`config.mk`:
```
export PLATFORM = sky130hd
export DESIGN_NAME = seq_mag_compare
export DESIGN_NICKNAME = d
export VERILOG_FILES = /design/src/rtl/seq_mag_compare.sv
export SDC_FILE = /design/constraint.sdc
export NUM_CORES = 1
export LEC_CHECK = 0
export ABC_AREA = 1
export CAP_MARGIN = 20
export CORE_ASPECT_RATIO = 1.75
export CORE_MARGIN = 1
export CORE_UTILIZATION = 54
export CTS_CLUSTER_SIZE = 30
export DETAILED_ROUTE_END_ITERATION = 7
export PLACE_DENSITY = 0.89
export SYNTH_ARGS = -nofsm -noshare
export SYNTH_HDL_FRONTEND = slang
export SYNTH_SLANG_ARGS = --single-unit
```
`constraint.sdc`:
```
create_clock -name clk -period 4.7 [get_ports clk]
set_input_delay 0.94 -clock clk [delete_from_list [all_inputs] [get_ports clk]]
set_output_delay 0.94 -clock clk [all_outputs]
set_load 0.02 [all_outputs]
```
`src/rtl/seq_mag_compare.sv`:
```
`default_nettype none
// ============================================================================
// Module      : seq_mag_compare
// Description : Digit-serial magnitude comparator, MS digit first, with early
//               exit on the first unequal digit; unsigned or two's complement.
// Revision    : 1.0 - initial release
// ============================================================================
module seq_mag_compare #(
    parameter int WIDTH = 16,
    parameter int DIGIT = 4
) (
    input  logic             clk,
    input  logic             rst_n,
    input  logic             start,
    input  logic             is_signed,
    input  logic [WIDTH-1:0] a,
    input  logic [WIDTH-1:0] b,
    output logic             busy,
    output logic             done,
    output logic             gt,
    output logic             eq,
    output logic             lt
);
    localparam int c_NDIG  = WIDTH / DIGIT;
    localparam int c_IW    = (c_NDIG > 1) ? $clog2(c_NDIG) : 1;
    localparam int c_NSLOT = 1 << c_IW;
    localparam logic [WIDTH-1:0] c_MSB = WIDTH'(1) << (WIDTH - 1);

    typedef enum logic [1:0] {
        S_IDLE = 2'd0,
        S_RUN  = 2'd1,
        S_DONE = 2'd2
    } state_t;

    state_t           r_state;
    state_t           w_state_nxt;
    logic [WIDTH-1:0] r_a;
    logic [WIDTH-1:0] r_b;
    logic [c_IW-1:0]  r_idx;
    logic             r_busy;
    logic             r_done;
    logic             r_gt;
    logic             r_eq;
    logic             r_lt;

    logic [DIGIT-1:0] w_dig_a [c_NSLOT];
    logic [DIGIT-1:0] w_dig_b [c_NSLOT];
    logic [DIGIT-1:0] w_cur_a;
    logic [DIGIT-1:0] w_cur_b;
    logic             w_dig_ne;
    logic             w_last;

    // Digit table padded to a power of two so r_idx indexes it at full width.
    generate
        for (genvar gi = 0; gi < c_NSLOT; gi++) begin : g_dig
            if (gi < c_NDIG) begin : g_real
                assign w_dig_a[gi] = r_a[gi*DIGIT +: DIGIT];
                assign w_dig_b[gi] = r_b[gi*DIGIT +: DIGIT];
            end else begin : g_pad
                assign w_dig_a[gi] = '0;
                assign w_dig_b[gi] = '0;
            end
        end
    endgenerate

    assign w_cur_a  = w_dig_a[r_idx];
    assign w_cur_b  = w_dig_b[r_idx];
    assign w_dig_ne = (w_cur_a != w_cur_b);
    assign w_last   = (r_idx == '0);

    always_comb begin
        w_state_nxt = r_state;
        case (r_state)
            S_IDLE:  if (start) w_state_nxt = S_RUN;
            S_RUN:   if (w_dig_ne || w_last) w_state_nxt = S_DONE;
            S_DONE:  w_state_nxt = S_IDLE;
            default: w_state_nxt = S_IDLE;
        endcase
    end

    always_ff @(posedge clk or negedge rst_n) begin
        if (!rst_n) begin
            r_state <= S_IDLE;
            r_busy  <= 1'b0;
            r_done  <= 1'b0;
        end else begin
            r_state <= w_state_nxt;
            r_busy  <= (w_state_nxt != S_IDLE);
            r_done  <= (w_state_nxt == S_DONE);
        end
    end

    // Flipping the sign bit of both operands maps two's complement order
    // onto unsigned order, so the digit datapath never needs to know the mode.
    always_ff @(posedge clk or negedge rst_n) begin
        if (!rst_n) begin
            r_a   <= '0;
            r_b   <= '0;
            r_idx <= '0;
            r_gt  <= 1'b0;
            r_eq  <= 1'b0;
            r_lt  <= 1'b0;
        end else begin
            case (r_state)
                S_IDLE: begin
                    if (start) begin
                        r_a   <= a ^ (is_signed ? c_MSB : '0);
                        r_b   <= b ^ (is_signed ? c_MSB : '0);
                        r_idx <= c_IW'(c_NDIG - 1);
                    end
                end
                S_RUN: begin
                    if (w_dig_ne) begin
                        r_gt <= (w_cur_a > w_cur_b);
                        r_lt <= (w_cur_a < w_cur_b);
                        r_eq <= 1'b0;
                    end else if (w_last) begin
                        r_gt <= 1'b0;
                        r_lt <= 1'b0;
                        r_eq <= 1'b1;
                    end else begin
                        r_idx <= r_idx - 1'b1;
                    end
                end
                default: ;
            endcase
        end
    end

    assign busy = r_busy;
    assign done = r_done;
    assign gt   = r_gt;
    assign eq   = r_eq;
    assign lt   = r_lt;

endmodule
`default_nettype wire

```
==> results of run 1 <==
==> synth_stat cells, types with 2 or more instances <==
cell type / instances / share of area [%]
xnor2_1: 2 / 0.89
nand2_2: 2 / 0.64
dfrtp_1: 41 / 52
nand2_1: 130 / 25
o21ai_0: 10 / 2.6
nand3_1: 14 / 3.6
a21oi_1: 4 / 1.0
ha_1: 5 / 3.2
nor2_1: 12 / 2.3
buf_2: 3 / 0.77
buf_6: 3 / 1.7
inv_2: 2 / 0.38
o22ai_1: 4 / 1.3
buf_4: 5 / 1.9
inv_1: 7 / 1.3
==> registers in the layout, indices dropped and copies added, names as in the netlist <==
signal,flops
busy,1
lt,1
r_a,16
r_idx,2
r_b,16
done,1
gt,1
r_state,2
eq,1
==> power breakdown <==
part           internal (uW)  switching [uW]
combinational            296             457
sequential               523             128
clock                    102             121
total                    922             705
==> cell type report <==
cell class / instances / area, um2
Tap cell: 45 / 56.30
Sequential cell: 41 / 1026
Timing Repair Buffer: 40 / 395.4
Clock buffer: 5 / 68.82
Fill cell: 303 / 1020
Clock inverter: 3 / 17.52
Inverter: 10 / 37.54
Multi-Input combinational cell: 186 / 812.0
==> critical path, delay by kind of cell (launching register included) <==
family | cells | cell delay, ns
flops | 1 | 0.77
compound gates | 3 | 0.63
fa+ha+maj | 1 | 0.30
buf+inv | 1 | 0.29
simple gates | 2 | 0.24
==> layer usage <==
metal	global-route usage (%)	vias to the layer above
li1	-	846
met1	27.96	790
met2	40.41	51
met3	6.154	10
met4	11.67	0
met5	0	-
==> stage by stage <==
step | util, % | std cells | total power [uW]
2_1_floorplan | - | 248 | 1228
3_3_place_gp | 67.78 | 322 | 1363
3_5_place_dp | 67.78 | 322 | 1400
4_1_cts | 70.30 | 330 | 1637
5_1_grt | 70.30 | 330 | 1800
6_report | 70.30 | 330 | 1627
==> worst paths after layout <==
| path | to | depth (start not counted) |
|---|---|---|
| max | busy$_DFF_PN0_ | 7 |
| min | r_b[7]$_DFFE_PN0P_ | 2 |
| max reg2reg | busy$_DFF_PN0_ | 7 |
| min reg2reg | r_b[7]$_DFFE_PN0P_ | 2 |
| max in group asynchronous | r_a[12]$_DFFE_PN0P_ | 1 |
| min in group asynchronous | r_a[6]$_DFFE_PN0P_ | 1 |
==> layout by cell type (no fill, tap or decap) <==
master           instances
clkinvlp_4               1
clkbuf_8                 5
o21ai_0                 10
nor2_1                  12
buf_2                    1
o22ai_1                  4
clkdlybuf4s50_1         39
inv_2                    2
dfrtp_1                 41
inv_1                    7
clkinv_2                 2
nor2_2                   1
nand4_1                  1
o21ai_2                  1
ha_1                     5
nand2_1                130
nand2_2                  2
nand3_1                 14
xnor2_1                  2
a21oi_1                  4
clkinv_1                 1
==> cells by family after synthesis <==
kind of cell / after synthesis / synth area share (%)
fa+ha+maj: 5 / 3.189
simple gates: 160 / 32.02
xor+xnor: 2 / 0.8930
flops: 41 / 52.30
buf+inv: 21 / 6.314
compound gates: 19 / 5.293
==> results.yml, run 1 <==
status:
  status: "complete, no violations"
worst_hold_path:
  hp-start: "r_b[7]$_DFFE_PN0P_"
  hold_class: "register to register"
critical_path:
  required_ns: 4.84
  cp_cell_sequence: "inv_2 > o21ai_0 > o22ai_1 > ha_1 > nand2_1 > o21ai_2 > nand4_1"
  crit_fanout: 19
  crit_start: "r_idx[0]$_DFFE_PN0P_"
  crit_arrival_ns: 2.53
  slowest_delay_ns: 0.77
  reg2reg_slack_ns: 2.31
  r2r_start: "r_idx[0]$_DFFE_PN0P_"
  worstSetupEndpointType: "register"
  crit_path_top_delay_cell: "dfrtp_1"
  crit_path_start_kind: "register"
  critPathKind: "register to register"
logic_synthesis:
  synth_cell_type_count: 19
  yosysWarnings: 0
  synth-edff-count: 0
  ys_seq_area_share_pct: 52.30
  ys.flop_type: "dfrtp_1"
  synth_seq_cells: 41
  synthCells: 248
  avgSynthCellArea_um2: 7.911
  syn_nets: 289
  syn-cell-area_mm2: 0.001962
  ys_async_sr_fraction_pct: 100.0
clocking:
  cts_tree: "built"
  cts_resized: 0
  insertion_delay_ns: 0.29
  htree_levels: 2
  cts_buffers: 5
  max-clock-path-buffers: 2
  clkTransAtPathRegs_ns: 0.08
  post_cts_buffers: 0
  clock_sinks: 41
  cts_hold_buf: 0
  cts-root-buf: "clkbuf_8"
pwr:
  peakVddDrop_v: 0.0003856
  p_per_area_mw_per_mm2: 674.2
  power_leakage_uw: 0.001238
routing:
  drcViolationCount: 0
  wl_per_cell_um: 11.76
  drt_iter0_drc: 54
  dr_wl_met2_um: 2073
  postRouteAntennaNets: 0
  top_layer_used: "met4"
  wl_um: 3880
  drtPass1Iterations: 4
  via_count: 1697
  dr_wl_met3_um: 170
  drt-met1-wl_um: 1526
  vias_per_cell: 5.142
sta:
  worst_pin_slew_ns: 0.8719
  rsz0062_at_grt: "false"
  fin_hold_ws_ns: 0.4836
  final_hold_viol_count: 0
  slew_headroom_pct: 41.88
  setup_viol: 0
  min_period_ns: 2.388
  report.final.slew_viol_count: 0
  skew_ns: 0.004027
  fmax_ghz: 0.4188
  layout_setup_ws_ns: 2.312
  setup_tns_ns: 0
  fin_crit_sh_pct: 50.80
global_routing:
  globalRouteTotalUtil_pct: 24.30
  grt_start_max_net_pins: 42
  grt_pass1_vias: 1594
  antenna_found_initial: 0
  grt_pass1_wl_um: 6624
  grt-ovfl-total: 0
placement:
  pre_cts_slack_ns: 2.046
  place_congestion: 0.8335
  place_area_mm2: 0.002327
  dp.final_hpwl_um: 2720
  portBuffers: 40
floorplanning:
  dieArea_mm2: 0.003888
  core_mm2: 0.003433
  row_count: 28
  die_y_um: 81.74
  start_util_pct: 57.14
  ios: 41
  die_x_um: 47.57
finish:
  diodes: 0
  area_delta_synth_final_pct: 23.02
  drive_gt1_share_pct: 5.263
  nets: 325
  finalInstanceArea_mm2: 0.002414
run:
  max_cap_violations: 0
Power figures use the tool's default switching activity.
==> run 2, diff against run 1 <==
--- a/config.mk
+++ b/config.mk
@@ -9,10 +9,10 @@
 export CAP_MARGIN = 20
 export CORE_ASPECT_RATIO = 1.75
 export CORE_MARGIN = 1
-export CORE_UTILIZATION = 54
+export CORE_UTILIZATION = 45
 export CTS_CLUSTER_SIZE = 30
 export DETAILED_ROUTE_END_ITERATION = 7
-export PLACE_DENSITY = 0.89
+export PLACE_DENSITY = 0.8
 export SYNTH_ARGS = -nofsm -noshare
 export SYNTH_HDL_FRONTEND = slang
 export SYNTH_SLANG_ARGS = --single-unit
==> constraint.sdc (replaced) <==
create_clock -name clk -period 2 [get_ports clk]
set_input_delay 0.4 -clock clk [delete_from_list [all_inputs] [get_ports clk]]
set_output_delay 0.4 -clock clk [all_outputs]
set_load 0.02 [all_outputs]
==> run 2 against run 1 <==
Final area rose by 3.0%. Die area rose by 19%. Core utilization fell by 10 points. Sequential cell count did not move. Highest routed layer unchanged. Cell count rose by 2.7%. Hold slack got worse by 0.43 ns.
==> results.yml, run 2 (same netlist as run 1, synthesis figures left out) <==
status:
  status: "complete, no violations"
routing:
  drtPass1Iterations: 4
  wl_um: 3938
  top_layer_used: "met4"
  postRouteAntennaNets: 0
  wl_per_cell_um: 11.62
  dr_wl_met2_um: 2184
  drcViolationCount: 0
  via_count: 1696
  drt-met1-wl_um: 1474
  dr_wl_met3_um: 120
  vias_per_cell: 5.003
  drt_iter0_drc: 39
critical_path:
  timing.rr.end: "lt$_DFFE_PN0P_"
  slowest_delay_ns: 0.43
  reg2reg_slack_ns: 0.15
  required_ns: 2.24
  r2r_start: "r_idx[0]$_DFFE_PN0P_"
  critPathKind: "register to register"
  crit_fanout: 10
  crit_path_top_delay_cell: "dfrtp_1"
  crit_buf_inv: 1
  crit_arrival_ns: 2.09
  cp_top_family: "simple AND/OR/NAND/NOR gates"
  crit_path_start_kind: "register"
  cp_cell_sequence: "buf_4 > o21ai_0 > o22ai_1 > ha_1 > nand2_1 > nor2_1 > nor2_1 > nand3_1 > nand2_1"
  rr_worst_depth: 9
  worstSetupEndpointType: "register"
sta:
  slew_headroom_pct: 72.47
  fin_crit_sh_pct: 92.55
  report.final.slew_viol_count: 0
  fmax_ghz: 0.5402
  min_period_ns: 1.851
  rsz0062_at_grt: "true"
  skew_ns: 0.007574
  layout_setup_ws_ns: 0.1489
  final_hold_viol_count: 0
  worst_pin_slew_ns: 0.4124
  setup_viol: 0
  fin_hold_ws_ns: 0.05735
finish:
  drive_gt1_share_pct: 6.552
  mostFrequentLayoutCells: "130 x nand2_1, 41 x dfrtp_1, 39 x clkdlybuf4s50_1, 14 x nand3_1, 12 x nor2_1"
  n_fill_cell: 389
  area_delta_synth_final_pct: 26.72
  nets: 331
  finalNonFillerCells: 339
  utilization_pct: 59.90
  multi_input_area_um2: 819.5
  diodes: 0
  final_common_cell: "nand2_1"
  seqCellArea_mm2: 0.001026
  largestRegisters: "r_a: 16 flops, r_b: 16 flops"
clocking:
  insertion_delay_ns: 0.29
  htree_levels: 2
  cts-root-buf: "clkbuf_8"
  cts_tree: "built"
  clock_sinks: 41
  max-clock-path-buffers: 2
  cts_buffers: 5
  clkTransAtPathRegs_ns: 0.07
pwr:
  p_sw_share_pct: 42.48
  peakVddDrop_v: 0.0008036
  clockPowerShare_pct: 13.6
  p_seq_share_pct: 37.6
  p_per_area_mw_per_mm2: 1587
  pwr-share-comb_pct: 48.8
  power_leakage_uw: 0.001272
  p_int_uw: 2269
  switchingPower_uw: 1676
floorplanning:
  ios: 41
  die_y_um: 89.35
  core_mm2: 0.004150
  dieArea_mm2: 0.004638
  row_count: 31
  die_x_um: 51.91
  start_util_pct: 47.27
global_routing:
  grt-ovfl-total: 0
  antenna_found_initial: 0
  grt_pass1_wl_um: 6982
  grt_pass1_vias: 1693
  grt_start_max_net_pins: 42
  globalRouteTotalUtil_pct: 20.53
placement:
  dpl.cell_count: 332
  dp.final_hpwl_um: 2965
  pre_cts_slack_ns: 0.1303
  portBuffers: 40
  place_congestion: 0.8417
run:
  max_cap_violations: 0
worst_hold_path:
  hold_class: "primary input to async pin"
-- run 2: repair_timing --
item / in CTS / in global routing
gates resized for setup: 0 / 2
endpoints found under the setup margin: 0 / 5
buffers inserted: 0 / 0
hold buffers: 0 / 0
hold endpoints to repair: 0 / 0
-- run 2: how the worst max path moves through the flow --
stage,start,end,depth (start not counted)
after global placement,r_idx[0]$_DFFE_PN0P_,busy$_DFF_PN0_,8
after CTS,r_idx[0]$_DFFE_PN0P_,gt$_DFFE_PN0P_,9
final,r_idx[0]$_DFFE_PN0P_,lt$_DFFE_PN0P_,9
after global routing,r_idx[0]$_DFFE_PN0P_,lt$_DFFE_PN0P_,9
after floorplan,r_idx[0]$_DFFE_PN0P_,busy$_DFF_PN0_,10
after detailed placement,r_idx[0]$_DFFE_PN0P_,gt$_DFFE_PN0P_,9
-- run 2: final cells by class --
| cell class | instances | area share (%) |
|---|---|---|
| clock buffer | 7 | 3.473 |
| inverter | 10 | 1.610 |
| multi-input combinational | 186 | 32.96 |
| sequential | 41 | 41.27 |
| tap | 49 | 2.466 |
| timing repair buffer | 46 | 18.22 |
-- run 2: metal layers --
layer	vias to the layer above	GRT usage (%)
met5	-	0
met4	0	12.78
met3	11	3.571
met2	38	35.90
met1	795	22.34
li1	852	-
-- run 2: power by group through the flow --
stage / registers, uW / logic [uW] / clock network (uW)
detailed placement: 1490 / 1900 / 0
finish: 1480 / 1930 / 536
CTS: 1480 / 1910 / 549
global route: 1520 / 2240 / 585
floorplan: 1450 / 1430 / 0
global placement: 1470 / 1810 / 0
-- run 2: metrics by stage --
step	setup TNS [ns]	cell area, um2	power, uW
2_1_floorplan	0	1962	2887
3_3_place_gp	0	2390	3284
3_5_place_dp	0	2390	3388
4_1_cts	0	2476	3933
5_1_grt	-0.006274	2486	4345
6_report	0	2486	3945
